$ cat src/rtl/regfile_wb_arbiter_if.sv
// Write-back requester/register-file bundle for regfile_wb_arbiter.
// master = requester side, slave = arbiter side.
interface regfile_wb_arbiter_if #(
  parameter int DATA_W = 32,
  parameter int ADDR_W = 4
);
  logic              req0_valid;
  logic [ADDR_W-1:0] req0_dest;
  logic [DATA_W-1:0] req0_value;
  logic              req0_ready;
  logic              req1_valid;
  logic [ADDR_W-1:0] req1_dest;
  logic [DATA_W-1:0] req1_value;
  logic              req1_ready;
  logic              writeBackEn;
  logic [ADDR_W-1:0] Dest_wb;
  logic [DATA_W-1:0] Result_wb;
  logic              idle;

  modport master (
    output req0_valid, req0_dest, req0_value,
    output req1_valid, req1_dest, req1_value,
    input  req0_ready, req1_ready,
    input  writeBackEn, Dest_wb, Result_wb, idle
  );

  modport slave (
    input  req0_valid, req0_dest, req0_value,
    input  req1_valid, req1_dest, req1_value,
    output req0_ready, req1_ready,
    output writeBackEn, Dest_wb, Result_wb, idle
  );
endinterface

$ cat src/rtl/regfile_wb_arbiter.sv
// Two queued write-back requesters arbitrated onto one register-file port.
// WB_ROUND_ROBIN_EN selects round-robin; default is fixed priority to req0.
module regfile_wb_arbiter #(
  parameter int DATA_W = 32,
  parameter int ADDR_W = 4,
  parameter int DEPTH  = 2
) (
  input logic clk,
  input logic rst,
  regfile_wb_arbiter_if.slave bus
);
  localparam int AW = $clog2(DEPTH);
  localparam int PW = AW + 1;
  localparam int EW = ADDR_W + DATA_W;

  logic [EW-1:0] mem0 [DEPTH];
  logic [EW-1:0] mem1 [DEPTH];
  logic [PW-1:0] wp0, rp0;
  logic [PW-1:0] wp1, rp1;
  logic          empty0, empty1;
  logic          full0, full1;
  logic          push0, push1;
  logic          grant0, grant1;
  logic          last_grant;
  logic          wb_en;
  logic [ADDR_W-1:0] wb_dest;
  logic [DATA_W-1:0] wb_data;
  logic [EW-1:0] head;

  always_comb begin
    empty0 = (wp0 == rp0);
    empty1 = (wp1 == rp1);
    full0  = (wp0[AW] != rp0[AW]) &&
             (wp0[AW-1:0] == rp0[AW-1:0]);
    full1  = (wp1[AW] != rp1[AW]) &&
             (wp1[AW-1:0] == rp1[AW-1:0]);
    push0  = bus.req0_valid && !full0;
    push1  = bus.req1_valid && !full1;
    // last_grant stays 1 in fixed mode, so contention always picks req0
    grant0 = !empty0 && (empty1 || last_grant);
    grant1 = !empty1 && (empty0 || !last_grant);
    head   = grant0 ? mem0[rp0[AW-1:0]]
                    : mem1[rp1[AW-1:0]];
  end

  always_ff @(posedge clk) begin
    if (push0)
      mem0[wp0[AW-1:0]] <= {bus.req0_dest, bus.req0_value};
    if (push1)
      mem1[wp1[AW-1:0]] <= {bus.req1_dest, bus.req1_value};
  end

  always_ff @(posedge clk or negedge rst) begin
    if (!rst) begin
      wp0        <= '0;
      rp0        <= '0;
      wp1        <= '0;
      rp1        <= '0;
      last_grant <= 1'b1;
      wb_en      <= 1'b0;
      wb_dest    <= '0;
      wb_data    <= '0;
    end else begin
      if (push0)  wp0 <= wp0 + PW'(1);
      if (push1)  wp1 <= wp1 + PW'(1);
      if (grant0) rp0 <= rp0 + PW'(1);
      if (grant1) rp1 <= rp1 + PW'(1);
      wb_en <= grant0 | grant1;
      if (grant0 | grant1)
        {wb_dest, wb_data} <= head;
`ifdef WB_ROUND_ROBIN_EN
      if (!empty0 && !empty1)
        last_grant <= grant1;
`endif
    end
  end

  assign bus.req0_ready  = !full0;
  assign bus.req1_ready  = !full1;
  assign bus.writeBackEn = wb_en;
  assign bus.Dest_wb     = wb_dest;
  assign bus.Result_wb   = wb_data;
  assign bus.idle        = empty0 && empty1 && !wb_en;
endmodule

$ cat src/flat_wrapper.sv
// flat-port wrapper written by rule: the top's interface ports become plain ports
module regfile_wb_arbiter_flat 
#(
  parameter int DATA_W = 32,
  parameter int ADDR_W = 4,
  parameter int DEPTH  = 2
)
  (clk, rst, bus_req0_valid, bus_req0_dest, bus_req0_value, bus_req1_valid, bus_req1_dest, bus_req1_value, bus_req0_ready, bus_req1_ready, bus_writeBackEn, bus_Dest_wb, bus_Result_wb, bus_idle);
  regfile_wb_arbiter_if #(.DATA_W(DATA_W), .ADDR_W(ADDR_W)) bus_i ();
  input logic clk;
  input logic rst;
  input wire logic [$bits(bus_i.req0_valid)-1:0] bus_req0_valid;
  input wire logic [$bits(bus_i.req0_dest)-1:0] bus_req0_dest;
  input wire logic [$bits(bus_i.req0_value)-1:0] bus_req0_value;
  input wire logic [$bits(bus_i.req1_valid)-1:0] bus_req1_valid;
  input wire logic [$bits(bus_i.req1_dest)-1:0] bus_req1_dest;
  input wire logic [$bits(bus_i.req1_value)-1:0] bus_req1_value;
  output wire logic [$bits(bus_i.req0_ready)-1:0] bus_req0_ready;
  output wire logic [$bits(bus_i.req1_ready)-1:0] bus_req1_ready;
  output wire logic [$bits(bus_i.writeBackEn)-1:0] bus_writeBackEn;
  output wire logic [$bits(bus_i.Dest_wb)-1:0] bus_Dest_wb;
  output wire logic [$bits(bus_i.Result_wb)-1:0] bus_Result_wb;
  output wire logic [$bits(bus_i.idle)-1:0] bus_idle;
  assign bus_i.req0_valid = bus_req0_valid;
  assign bus_i.req0_dest = bus_req0_dest;
  assign bus_i.req0_value = bus_req0_value;
  assign bus_i.req1_valid = bus_req1_valid;
  assign bus_i.req1_dest = bus_req1_dest;
  assign bus_i.req1_value = bus_req1_value;
  assign bus_req0_ready = bus_i.req0_ready;
  assign bus_req1_ready = bus_i.req1_ready;
  assign bus_writeBackEn = bus_i.writeBackEn;
  assign bus_Dest_wb = bus_i.Dest_wb;
  assign bus_Result_wb = bus_i.Result_wb;
  assign bus_idle = bus_i.idle;
  regfile_wb_arbiter #(.DATA_W(DATA_W), .ADDR_W(ADDR_W), .DEPTH(DEPTH)) u_core (.clk(clk), .rst(rst), .bus(bus_i));
endmodule
$ cat config.mk
export PLATFORM = sky130hd
export DESIGN_NAME = regfile_wb_arbiter_flat
export DESIGN_NICKNAME = d
export VERILOG_FILES = /design/src/rtl/regfile_wb_arbiter_if.sv /design/src/rtl/regfile_wb_arbiter.sv /design/src/flat_wrapper.sv
export SDC_FILE = /design/constraint.sdc
export NUM_CORES = 1
export LEC_CHECK = 0
export BUFFER_PORTS_ARGS = -buffer_cell sky130_fd_sc_hd__buf_2
export CORE_ASPECT_RATIO = 2
export CORE_MARGIN = 2
export CORE_UTILIZATION = 51
export DETAILED_ROUTE_END_ITERATION = 6
export GPL_TIMING_DRIVEN = 0
export PLACE_DENSITY = 0.86
export SLEW_MARGIN = 0
export SYNTH_ARGS = -nofsm -noshare
export SYNTH_HDL_FRONTEND = slang
export SYNTH_SLANG_ARGS = --single-unit
export TNS_END_PERCENT = 5
$ cat constraint.sdc
create_clock -name clk -period 3 [get_ports clk]
set_input_delay 0.45 -clock clk [delete_from_list [all_inputs] [get_ports clk]]
set_output_delay 0.45 -clock clk [all_outputs]
set_load 0.05 [all_outputs]
# Word level (Yosys, flattened, before mapping)
# Memories as Yosys holds them, arrays and structs flattened.
# Cells that the tools add are included.
[totals] latch_bits=0 out_inout_bits=40 word_cells=41 inputBits=76 mem_count=2 reg_bits=45 mem_bits_ro=0 ramBits=144
[memory_table] memory="u_core.mem0" depth=2 word_bits=36 read_ports=1 rd_clocked_by_memory_dff=0 write_ports=1 line="regfile_wb_arbiter.sv:16" source="logic [EW-1:0] mem0 [DEPTH];"
[memory_table] memory="u_core.mem1" depth=2 word_bits=36 read_ports=1 rd_clocked_by_memory_dff=0 write_ports=1 line="regfile_wb_arbiter.sv:17" source="logic [EW-1:0] mem1 [DEPTH];"
[classes] n_shift=0 n_addsub=4 muxes=5 reduce_logical=16 eq_ne=6 n_div=0 multipliers=0 magnitude_cmp=0 bitwise=1
[ops] op="$mux 36" count=1
[ops] op="$add 2x1->2 const B" count=4
[ops] op="$logic_and 1x1->1" count=8
[ops] op="$logic_not 1->1" count=6
[ops] op="$eq 2x2->1" count=2
[ops] op="$mux 1" count=4
[ops] op="$eq 1x1->1" count=2
[ops] op="$logic_or 1x1->1" count=2
[ops] op="$ne 1x1->1" count=2
[ops] op="$or 1x1->1" count=1

# Logic depth before layout (Yosys ltp)
[logic_depth] depth_word=6 depth_mapped=6 depth_no_buf=3

# Worst setup path before layout
# No wires, ideal clock.
[synth_timing] path_kind="reg2out" startpoint="register u_core.wp0[0]" endpoint="output port bus_idle" stages_incl_launch_ff=6 t_required_ns=2.550 arrival_ns=2.539 slack_ns=0.011 cell_sequence="dfrtp_1 > buf_6 > xor2_1 > or2_1 > clkbuf_1 > nor4_1"
[synth_between] elab_chain_cells=3
[synth_lines] element="start, declared" line="regfile_wb_arbiter.sv:18" source="logic [PW-1:0] wp0, rp0;"
[synth_lines] element="start signal, assigned" line="regfile_wb_arbiter.sv:64" source="if (push0) wp0 <= wp0 + PW'(1);"
[synth_lines] element="$eq 2x2->1" line="regfile_wb_arbiter.sv:31" source="empty0 = (wp0 == rp0);"
[synth_lines] element="$logic_and 1x1->1 (2 in series)" line="regfile_wb_arbiter.sv:83" source="assign bus.idle = empty0 && empty1 && !wb_en;"
[synth_lines] element="end, declared" line="flat_wrapper.sv:23" source="output wire logic [$bits(bus_i.idle)-1:0] bus_idle;"
# Every way passes these cells.

# Final worst setup path
# Same ends and word-level chain as after synthesis.

==> metrics.md <==
| Metric | Value |
|---|---|
| Critical path endpoint category | primary output |
| Layout Skew | 0.00926 ns |
| Req. time, crit path | 2.55 ns |
| Tcrit/Tclk final | 89.4% |
| Met2 Usage GRT | 41.4% |
| Die ar. | 16,200 um^2 |
| Slew @ Worst Pin | 1.13 ns |
| Hold Path Depth | 1 |
| Post_cts resized | 0 |
| Aggregate global routing overflow | 0 |
| CTS root buffer | clkbuf_16 |
| Synth top cells by count | 144 x edfxtp_1, 45 x dfrtp_1, 38 x o21ai_0 |
| Die Height | 178 um |
| Ys flop type | edfxtp_1 |
| Initial drt markers | 399 |
| Top-count cell post-synth | edfxtp_1 |
| H-tree levels | 4 |
| Synth Cell Area | 7710 um^2 |
| Via density | 5.94 |
| Worst-Skew Late Latency | 0.44 ns |
| Post-Route WL | 18,500 um |
| First-pass GRT wire length | 27,800 um |
| Worst R2R Setup Slack | 0.61 ns |
| Pin count of the biggest net entering global routing | 46 |
| Filler cells | 1,117 |
| Hold-fix buffers at CTS | 0 |
| Post-detail-place hpwl | 12,800 um |
| Post-synth top area share | 56.1% |
| Die width | 90.9 um |
| Met3 Resource Use GR | 5.77% |
| Synth area leader | edfxtp_1 |
| Initial core utilization | 52.0% |
| Final Hold Fails | 0 |
| GRT busiest layer | met2 |
| Number of setup buffers added after CTS | 0 |
| Global routing met1 resource utilization | 24.1% |
| TritonCTS clock tree | built |
| Synth area leaders | edfxtp_1 56%, dfrtp_1 15%, mux2_2 5.3% |
| Layout cell share with drive strength beyond 1 | 41.3% |
| Drt first pass iters | 5 |
| Area of the core | 14,800 um^2 |
| YS warnings | 1 |
| Mean Syn Cell Area | 16.1 um^2 |
| Status | completed |
| Crit Path Class | flip-flop to primary output |
| GP Congestion | 0.844 |
| Netlist cell types | 31 |
| Fraction of registers with async set/reset | 23.8% |
| Std cell rows | 63 |
| Sequential share of the synthesized area | 70.7% |
| # DRC | 0 |
| HP Class | input port to flip-flop |
| Maximum fanout along the worst path | 10 |
| RSZ-0062 raised after global routing | false |
| Synth Register Bits | 189 |
| Max Clk Rate | 0.373 GHz |
| Fin Hold WS | 0.197 ns |
| Period minus WS final | 2.68 ns |
| Synthesized instance count | 478 |
| Wire length per cell | 22.5 um |
| Via count of the first global-routing pass | 5,187 |
| CTS max path bufs | 2 |
| Startpoint types | flip-flop |
| EDFF count, synth | 144 |
| Ant. Diodes | 0 |
| Final net count | 690 |
| Final setup fails | 0 |
| Reg2Reg Depth | 6 |
| Initial antenna violation count | 0 |
| IO buf count | 115 |
| DR vias | 4,882 |
| Max-Cap Viols | 0 |
| CTS sink cnt | 189 |
| ANT nets after route | 0 |
| Total track usage | 23.3% |
| Worst Path Arrival | 2.23 ns |
| CTS buffer count | 17 |
| Clock-pin slew on the worst setup and hold paths | 0.07 ns |
| P&R area growth vs syn | 19.3% |
| Syn Nets | 554 |
| Worst slew margin | 24.8% |
| Fin. max-slew vios | 0 |
| Boundary Pins | 116 |
-- through the flow --
stage          setup WS, ns  setup TNS [ns]  util (%)  cell area [um^2]  cells
2_1_floorplan        0.0109               0         -              7710    478
3_3_place_gp         -0.976          -61.30      57.6              8530    788
3_5_place_dp          0.186               0      58.0              8600    790
4_1_cts               0.159               0      62.0              9200    822
5_1_grt               0.180               0      62.0              9200    822
6_report              0.317               0      62.0              9200    822
-- layout make-up --
cell class / count / area (um^2) / share of cell area, %
clock inverters: 14 / 166 / 1.81
repair buffers: 117 / 631 / 6.86
well taps: 195 / 244 / 2.65
clock buffers: 18 / 429 / 4.67
flip-flops and latches: 189 / 5450 / 59.3
plain buffers: 41 / 235 / 2.56
inverters: 2 / 7.51 / 0.0816
multi-input cells: 246 / 2030 / 22.1
-- flip-flops by register name, indices dropped and copies added, names as in the netlist --
| name | flops |
|---|---|
| u_core.bus.Result_wb | 32 |
| u_core.mem0 | 72 |
| u_core.wp0 | 2 |
| u_core.bus.Dest_wb | 4 |
| u_core.rp0 | 2 |
| u_core.wp1 | 2 |
| u_core.rp1 | 2 |
| u_core.mem1 | 72 |
| u_core.bus.writeBackEn | 1 |
-- kinds of logic after synthesis --
group | count (synthesis) | synth area share (%)
muxes | 36 | 5.26
xor gates and xnor gates | 13 | 1.57
buffers and inverters | 43 | 3.15
and+or+nand+nor | 81 | 5.86
AOI/OAI and AO/OA | 116 | 13.5
DFF | 189 | 70.7
-- worst max-delay path, cell delays in order, from the launching register on --
cell      delay, ns
dfrtp_1        0.37
buf_6          0.13
xor2_1         0.19
or2_1          0.25
clkbuf_1       0.26
nor4_1         0.26
buf_2          0.32
-- routing by layer --
layer	routed length (um)	up-vias	share of wire, %
met4	1040	0	5.6
li1	-	2133	-
met3	951	68	5.1
met5	0	-	0
met1	6280	2464	34
met2	10200	217	55
-- layout by cell type (no fill, tap or decap), types with 3 or more instances in the layout --
master	instances
mux2_2	36
o31ai_2	20
o31ai_1	16
nor3_1	36
buf_6	5
buf_4	4
dfrtp_1	45
buf_2	136
clkbuf_16	17
inv_6	3
a221oi_2	20
edfxtp_1	144
nor2b_1	34
a221oi_1	16
xnor2_1	7
clkbuf_1	9
bufinv_16	3
o21ai_0	38
xor2_1	5
-- worst paths after layout --
kind                                      startpoint                                    to
min in group asynchronous                        rst  u_core.bus.Result_wb[11]$_DFFE_PN0P_
min                               bus_req0_value[18]          u_core.mem0[0][18]$_DFFE_PP_
min reg2reg                u_core.wp1[1]$_DFFE_PN0P_             u_core.wp1[1]$_DFFE_PN0P_
max                        u_core.wp0[0]$_DFFE_PN0P_                              bus_idle
max reg2reg                u_core.wp0[0]$_DFFE_PN0P_          u_core.mem0[0][20]$_DFFE_PP_
max in group asynchronous                        rst   u_core.bus.Result_wb[2]$_DFFE_PN0P_
Power is not shown: default switching activity piles up to over one toggle a cycle in this logic, so the estimate is an artifact.
